### src/rtl/sb_tx_arbiter.sv
// -----------------------------------------------------------------------------
// sb_tx_arbiter
//
// Round-robin arbiter that lets N_REQ LTSM substate requesters share a single
// sideband TX message port. One message is in flight at a time. Each message
// is followed by a one-cycle gap so the SB TX always sees valid drop between
// messages.
//
// Handshake (valid/ready):
//   SB_TX_msg_valid_o is the valid and SB_TX_msg_sendNextFlag_i is the ready.
//   A message transfers on a rising edge where both are high. While valid is
//   high, SB_TX_msg_o and SB_TX_dataBus_o are stable. Valid never drops
//   without a transfer, except on a SEND timeout or a reset. Ready is ignored
//   while valid is low. On the requester side, req_valid_i is a level request
//   and req_ack_o is a one-cycle pulse marking the transfer of that request.
//
// Ports:
//   clk_100MHz                - sole clock, rising edge
//   reset                     - synchronous, active-high
//   enable_i                  - allows new grants (in-flight message unaffected)
//   req_valid_i[N_REQ]        - per-requester send request
//   req_msg_i[N_REQ]          - per-requester sideband message
//   req_data_i[N_REQ]         - per-requester 64-bit payload
//   req_ack_o[N_REQ]          - one-cycle accept pulse to the owner
//   grant_o[N_REQ]            - one-hot current owner, zero when idle
//   busy_o                    - FSM not in IDLE
//   SB_TX_msg_o               - latched message to the SB TX
//   SB_TX_dataBus_o           - latched payload to the SB TX
//   SB_TX_msg_valid_o         - high exactly while in SEND
//   SB_TX_msg_sendNextFlag_i  - SB TX consumed the current message
//   timeout_o                 - one-cycle pulse when SEND times out
//   dbg_state                 - FSM state: 0 IDLE, 1 SEND, 2 GAP
// -----------------------------------------------------------------------------

typedef enum logic [2:0] {
   SB_MSG_NONE          = 3'd0,
   SBINIT_OUT_OF_RESET  = 3'd1,
   SBINIT_DONE_REQ      = 3'd2,
   SBINIT_DONE_RESP     = 3'd3,
   MBINIT_PARAM_REQ     = 3'd4,
   MBINIT_PARAM_RESP    = 3'd5,
   LINKINIT_ACTIVE_REQ  = 3'd6,
   LINKINIT_ACTIVE_RESP = 3'd7
} SB_msg_t;

module sb_tx_arbiter #(
   parameter int N_REQ       = 4,
   parameter int TIMEOUT_CYC = 800000
) (
   input  logic              clk_100MHz,
   input  logic              reset,
   input  logic              enable_i,
   input  logic [N_REQ-1:0]  req_valid_i,
   input  SB_msg_t           req_msg_i [N_REQ],
   input  logic [63:0]       req_data_i [N_REQ],
   output logic [N_REQ-1:0]  req_ack_o,
   output logic [N_REQ-1:0]  grant_o,
   output logic              busy_o,
   output SB_msg_t           SB_TX_msg_o,
   output logic [63:0]       SB_TX_dataBus_o,
   output logic              SB_TX_msg_valid_o,
   input  logic              SB_TX_msg_sendNextFlag_i,
   output logic              timeout_o,
   output logic [1:0]        dbg_state
);

   localparam int PTR_W = (N_REQ > 1) ? $clog2(N_REQ) : 1;
   localparam int CNT_W = $clog2(TIMEOUT_CYC) + 1;

   localparam logic [CNT_W-1:0] CNT_LAST = CNT_W'(TIMEOUT_CYC - 1);
   localparam logic [PTR_W-1:0] PTR_LAST = PTR_W'(N_REQ - 1);
   localparam logic [N_REQ-1:0] ONE_HOT0 = N_REQ'(1);

   typedef enum logic [1:0] {
      ST_IDLE = 2'd0,
      ST_SEND = 2'd1,
      ST_GAP  = 2'd2
   } state_t;

   state_t           state;
   logic [PTR_W-1:0] rr_ptr;     // highest-priority requester for the next pick
   logic [PTR_W-1:0] owner;      // index of the requester currently granted
   logic [CNT_W-1:0] send_cnt;   // cycles spent in the current SEND

   logic             pick_found;
   logic [PTR_W-1:0] pick_idx;

   // Rotating priority search: take the first set request at or after rr_ptr,
   // wrapping modulo N_REQ.
   always_comb begin
      int               j;
      logic [PTR_W-1:0] j_idx;
      j          = 0;
      j_idx      = '0;
      pick_found = 1'b0;
      pick_idx   = '0;
      for (int i = 0; i < N_REQ; i++) begin
         j = int'(rr_ptr) + i;
         if (j >= N_REQ) begin
            j = j - N_REQ;
         end
         j_idx = PTR_W'(j);
         if (!pick_found && req_valid_i[j_idx]) begin
            pick_found = 1'b1;
            pick_idx   = j_idx;
         end
      end
   end

   always_ff @(posedge clk_100MHz) begin
      if (reset) begin
         state             <= ST_IDLE;
         rr_ptr            <= '0;
         owner             <= '0;
         send_cnt          <= '0;
         grant_o           <= '0;
         req_ack_o         <= '0;
         timeout_o         <= 1'b0;
         SB_TX_msg_valid_o <= 1'b0;
         SB_TX_msg_o       <= SB_MSG_NONE;
         SB_TX_dataBus_o   <= '0;
      end else begin
         // Ack and timeout are single-cycle pulses.
         req_ack_o <= '0;
         timeout_o <= 1'b0;

         case (state)
            ST_IDLE: begin
               if (enable_i && pick_found) begin
                  owner             <= pick_idx;
                  grant_o           <= ONE_HOT0 << pick_idx;
                  SB_TX_msg_o       <= req_msg_i[pick_idx];
                  SB_TX_dataBus_o   <= req_data_i[pick_idx];
                  SB_TX_msg_valid_o <= 1'b1;
                  send_cnt          <= '0;
                  state             <= ST_SEND;
               end
            end

            ST_SEND: begin
               // A consumed message takes priority over a coincident timeout.
               // The requester's req_valid_i is deliberately not consulted
               // here: once latched, a message always runs to completion.
               if (SB_TX_msg_sendNextFlag_i || (send_cnt == CNT_LAST)) begin
                  if (SB_TX_msg_sendNextFlag_i) begin
                     req_ack_o <= grant_o;
                  end else begin
                     timeout_o <= 1'b1;
                  end
                  SB_TX_msg_valid_o <= 1'b0;
                  grant_o           <= '0;
                  rr_ptr            <= (owner == PTR_LAST) ? '0 : owner + 1'b1;
                  state             <= ST_GAP;
               end else begin
                  // Exit at CNT_LAST keeps the counter from ever wrapping.
                  send_cnt <= send_cnt + 1'b1;
               end
            end

            ST_GAP: begin
               state <= ST_IDLE;
            end

            default: begin
               state <= ST_IDLE;
            end
         endcase
      end
   end

   assign busy_o    = (state != ST_IDLE);
   assign dbg_state = state;

endmodule

### config.mk
export PLATFORM = sky130hd
export DESIGN_NAME = sb_tx_arbiter
export DESIGN_NICKNAME = d
export VERILOG_FILES = /design/src/rtl/sb_tx_arbiter.sv
export SDC_FILE = /design/constraint.sdc
export NUM_CORES = 1
export LEC_CHECK = 0
export BUFFER_PORTS_ARGS = -buffer_cell sky130_fd_sc_hd__buf_4
export CORE_AREA = 2 2 137 139
export CTS_BUF_LIST = sky130_fd_sc_hd__clkbuf_4
export CTS_CLUSTER_SIZE = 20
export DETAILED_ROUTE_END_ITERATION = 6
export DIE_AREA = 0 0 139 141
export PLACE_DENSITY_LB_ADDON = 0.12
export SYNTH_ARGS = -nofsm -noshare
export SYNTH_HDL_FRONTEND = slang
export SYNTH_SLANG_ARGS = --single-unit
### constraint.sdc
create_clock -name clk_100MHz -period 3.2 [get_ports clk_100MHz]
set_input_delay 0.64 -clock clk_100MHz [delete_from_list [all_inputs] [get_ports clk_100MHz]]
set_output_delay 0.64 -clock clk_100MHz [all_outputs]
set_load 0.02 [all_outputs]
; ---- Word level (Yosys, flattened, before mapping)
; Index checks and enable logic that the tools add are counted.
[word_totals]
regBits = 104
latch_bits = 0
ramBits = 0
mem_bits_ro = 0
wordCells = 97
n_memories = 0
[op_classes]
addsub = 9
n_mul = 0
div_mod_pow = 0
n_lt_le_gt_ge = 9
n_eq_ne = 6
shift = 1
muxes = 40
bitwise_logic = 4
n_reduce_logical = 18
[op_table]
columns = cell, count
row1 = 64-bit binary-select mux with 2-bit select, 1
row2 = 64-bit 2-to-1 mux, 2
row3 = 21-bit 2-to-1 mux, 2
row4 = 21-bit case mux with 2 select lines, 1
row5 = 2-bit 2-to-1 mux, 11
row6 = "21-bit by 1-bit adder with 21-bit output, second input constant", 1
row7 = "21-bit by 20-bit == test with 1-bit output, second input constant", 1
row8 = "3-bit greater-or-equal comparator, second input constant", 4
row9 = "2-bit by 3-bit < comparator with 1-bit output, second input constant", 4
row10 = 1-bit 2-to-1 mux, 11
row11 = 1-bit binary-select mux with 2-bit select, 4
row12 = 4-bit 2-to-1 mux, 2
row13 = 4-bit case mux with 2 select lines, 1
row14 = "2-bit by 1-bit subtractor with 2-bit output, second input constant", 4
row15 = "2-bit by 2-bit adder with 3-bit output, second input constant", 2
row16 = 3-bit binary-select mux with 2-bit select, 1
row17 = 3-bit 2-to-1 mux, 2
row18 = "2-bit inequality test, second input constant", 3
row19 = 2-bit AND reduction, 3
row20 = 3-bit AND reduction, 2
row21 = 1-bit logical AND, 4
row22 = 2-bit case mux with 2 select lines, 1
row23 = 2-bit nonzero test, 2
row24 = 4-bit OR reduction, 1
row25 = other kinds (13), 17

; ---- Depth between registers and ports, before layout
[depth]
depth_word = 18
depth_mapped = 7

; ---- Worst setup path after synthesis
; No wires, ideal clock.
[synth_timing]
kind = input -> register
start = in SB_TX_msg_sendNextFlag_i
end = reg send_cnt[9]
setup_ps = 71
t_arrival_ps = 2183
setup_slack_ps = 946
stages = 5
path_buffers = 0
path_cell_list = or3b_4 or4_1 o22a_2 or3_1 a21oi_1
[synth_via]
elab_chain_cells = 3
[synth_rtl]
columns = item, line_no
row1 = from (decl), 62  ; input logic SB_TX_msg_sendNextFlag_i,
row2 = 1-bit logical OR, 144  ; if (SB_TX_msg_sendNextFlag_i || (send_cnt == CNT_LAST)) begin
row3 = 2-bit inequality test (no source line), --
row4 = 3-bit AND reduction (no source line), --
row5 = to (signal assigned), 156  ; send_cnt <= send_cnt + 1'b1;
row6 = to (decl), 83  ; logic [CNT_W-1:0] send_cnt;
; No other way between the ends.
; A chain may end at the register's enable or synchronous reset.

; ---- Worst setup path after layout
[layout_timing]
start = reg state[0], in the netlist dbg_state[0]
end = reg send_cnt[10]
[layout_via]
elab_chain_cells = 3
elab_cells_between_ends = 7
[layout_rtl]
columns = item, line_no
row1 = from (decl), 80  ; state_t state;
row2 = from (signal assigned), 112  ; state <= ST_IDLE;
row3 = from (signal assigned), 136  ; state <= ST_SEND;
row4 = from (signal assigned), 153  ; state <= ST_GAP;
row5 = 2-bit by 1-bit == test with 1-bit output / 2-bit logical NOT (equally long branches), 127  ; case (state)
row6 = 2-bit inequality test (no source line) / 2-bit nonzero test (equally long branches), --
row7 = 3-bit AND reduction (no source line), --
; Several ways; a longest one is shown, not always the timed one.

==> out/metrics.csv <==
stage;metric;value;unit
timing;setup_tns;0;ps
floorplanning;die width;139;um
setup_path;crit path max-delay cell type;o2bb2ai_1;
clocking;H-tree depth;3;
routing;routed length per placed instance;18.36;um
setup_path;Worst Path Required;3580;ps
routing;drt drc;0;
logic_synthesis;most common library cells after synthesis;132 x nand2_1, 104 x dfxtp_1, 90 x mux2i_1;
timing;final number of max-transition violations;0;
logic_synthesis;post-synthesis net count;942;
setup_path;highest fanout seen on the critical path;10;
min_path;beginning of the worst hold path;req_data_i[186];
logic_synthesis;post-synth cell types;51;
setup_path;crit path from;dbg_state[0];
clocking;clock sink count;104;
place;RD Place Congestion;0.8473;
timing;Slew @ Worst Pin;837.9;ps
global_routing;largest net degree at the start of global routing;86;
power_and_ir_drop;total power;3.339;mW
place;HPWL after DPL;17220;um
logic_synthesis;top cell type's share of synthesized area;37.29;%
routing;vias per inst;5.023;
logic_synthesis;post-synthesis sequential area ratio;37.29;%
min_path;worst hold-check path type;in -> reg;
timing;RSZ-0062 raised after global routing;no;
cells_and_area;area grow syn2layout;55.78;%
logic_synthesis;most common flop cell mapped by yosys;dfxtp_1;
cells_and_area;share of cells above drive strength 1;39.74;%
cells_and_area;nets;1272;
setup_path;kind of critical path;reg -> reg;
setup_path;CP delay by family, top;compound AO/OA/AOI/OAI gates;
timing;Fin. Hold Viols;0;
logic_synthesis;most frequent cell after synthesis;nand2_1;
global_routing;total congestion overflow;0;
routing;Total Wirelength;22670;um
setup_path;CP max stage delay;710;ps
global_routing;number of global-route vias before repair;5943;
floorplanning;Die H;141;um
power_and_ir_drop;Leak;4.215;nW
setup_path;worst-path cell chain;nor3b_1, nand4_1, o2bb2ai_1, a31oi_1, a41o_1;
timing;worst hold slack;393.2;ps
logic_synthesis;ys async rst share;0;%
routing;DRT Pass-1 Iters;4;
clocking;Post-CTS Setup Bufs;0;
floorplanning;Core Area;0.01827;sq mm
job;Max-Cap Viols;0;
clocking;Max Root-Sink Buffers;2;
global_routing;initial antenna violation count;1;
setup_path;crit end category;flop;
timing;minimum clock period;2300;ps
logic_synthesis;Area contributors post-synth;dfxtp_1 37%, mux2i_1 16%, nand2_1 8.9%, a2bb2oi_1 6.6%, a311o_1 4.5%;
routing;via total after detailed routing;6204;
timing;Achievable Freq;434.7;MHz
setup_path;worst reg2reg startpoint;dbg_state[0];
routing;DR iter-0 viols;252;
floorplanning;Starting Density;30.56;%
global_routing;first-pass GRT wire length;33730;um
timing;max_slew headroom;44.14;%
logic_synthesis;Syn Std Cell Area;0.005583;sq mm
setup_path;WP buf/inv;0;
clocking;Post-CTS Resized;0;
logic_synthesis;leading area contributor after synthesis;dfxtp_1;
floorplanning;Die ar.;0.01960;sq mm
status;outcome;finished clean;
cells_and_area;fillers;1854;
clocking;clk slew on worst S/H paths;180;ps
logic_synthesis;Yosys reg bits;104;
clocking;Num CTS Buffers;9;
global_routing;total global-route track usage;22.07;%
place;IO Port Bufs;355;
timing;Setup-failing EPs final;0;
timing;Max Clock Skew;19.33;ps
setup_path;crit start category;flop;
timing;fin crit share;71.88;%
logic_synthesis;Syn Inst Count;664;
floorplanning;Cell Rows;50;
clocking;Clock Latency Late Sink;470;ps
clocking;hold_buf cts;0;
setup_path;worst path arrival time;2680;ps
routing;Detail Route Antenna Nets;0;
logic_synthesis;syn_area_per_cell;8.408;sq um
logic_synthesis;Syn. warnings;0;
logic_synthesis;number of flops mapped to enable cells by yosys;0;
clocking;CTS tree;yes;
power_and_ir_drop;highest ir drop seen on vdd;0.2054;mV
floorplanning;number of top-level pins;356;
clocking;clk root buf;clkbuf_4;
power_and_ir_drop;pwr dens;383.9;mW/mm^2
-- metal layers --
| layer | global-route usage (%) | vias to the layer above | wire, um |
|---|---|---|---|
| li1 | - | 3115 | - |
| met1 | 26.42 | 2828 | 9001 |
| met2 | 38.09 | 236 | 11430 |
| met3 | 6.420 | 25 | 1778 |
| met4 | 7.337 | 0 | 468 |
| met5 | 0 | - | 0 |
-- stage by stage --
stage / cells / setup WS (ps) / util [%] / area, sq um
after floorplan: 664 / 946.2 / - / 5583
after global placement: 1217 / 575.4 / 46.70 / 8531
after detailed placement: 1217 / 540.2 / 46.70 / 8531
after CTS: 1233 / 835.5 / 47.58 / 8692
after global routing: 1235 / 648.3 / 47.61 / 8697
final: 1235 / 899.8 / 47.61 / 8697
-- registers in the layout, indices dropped and copies added (netlist names) --
| signal | flops |
|---|---|
| rr_ptr | 2 |
| SB_TX_msg_valid_o | 1 |
| dbg_state | 2 |
| SB_TX_msg_o | 3 |
| grant_o | 4 |
| req_ack_o | 4 |
| send_cnt | 21 |
| timeout_o | 1 |
| owner | 2 |
| SB_TX_dataBus_o | 64 |
-- final timing paths --
check                           slack [ps]             endpoint  cells past startpoint
worst min-delay path                   390  SB_TX_dataBus_o[58]                      3
worst min register to register         480             owner[1]                      2
worst max register to register         900         send_cnt[10]                      5
worst max-delay path                   900         send_cnt[10]                      5
-- layout make-up --
type	count	area (sq um)	area share [%]
multi-input cells	506	3307	38.02
repair buffers	366	2823	32.46
inverters	7	26.28	0.3021
clock inverters	7	93.84	1.079
well taps	234	292.8	3.366
clock buffers	9	67.56	0.7769
flip-flops and latches	104	2082	23.94
diodes	2	5.005	0.05755
-- worst register-to-register path, stage by stage, from the launching register on --
cell	delay [ps]
dfxtp_1	380
nor3b_1	530
nand4_1	200
o2bb2ai_1	710
a31oi_1	170
a41o_1	220
-- placed cells by master, fill, tap and decap left out, types with 3 or more instances in the layout --
cell       count
clkbuf_4       9
o21ai_0       50
o211ai_1       6
a31o_2         3
or4_1          4
buf_4        360
and4_1         3
inv_1          7
buf_12         6
nor3_1         5
nor2_1        40
o22ai_1        4
nor4_1         6
nand2_1      131
a311o_1       25
a2bb2oi_1     42
mux2i_1       90
and2_1         4
a21oi_1       16
a31oi_1       26
nand3_1        4
nand2b_1       3
dfxtp_1      104
nand4_1        6
or3_1          6
-- report_power, final --
| group | leakage [nW] | switching, mW | internal, mW |
|---|---|---|---|
| logic | 3.28 | 0.527 | 0.563 |
| clock network | 0.0840 | 0.484 | 0.317 |
| registers | 0.851 | 0.0562 | 1.39 |
| total | 4.22 | 1.07 | 2.27 |
-- logic make-up (layout without fill, tap and decap cells) --
kind of cell             count (synthesis)  in the layout  share of synthesized area (%)
flip-flops                             104            104                          37.29
AO/OA/AOI/OAI                          183            183                          23.26
other                                    0              2                              0
adder cells (fa/ha/maj)                  2              2                         0.4482
multiplexers                            91             91                          16.34
XOR/XNOR                                 3              3                         0.4707
AND/OR/NAND/NOR                        227            227                          18.11
buffers and inverters                   54            389                          4.079
Note: power is estimated with default switching activity, not from simulation.
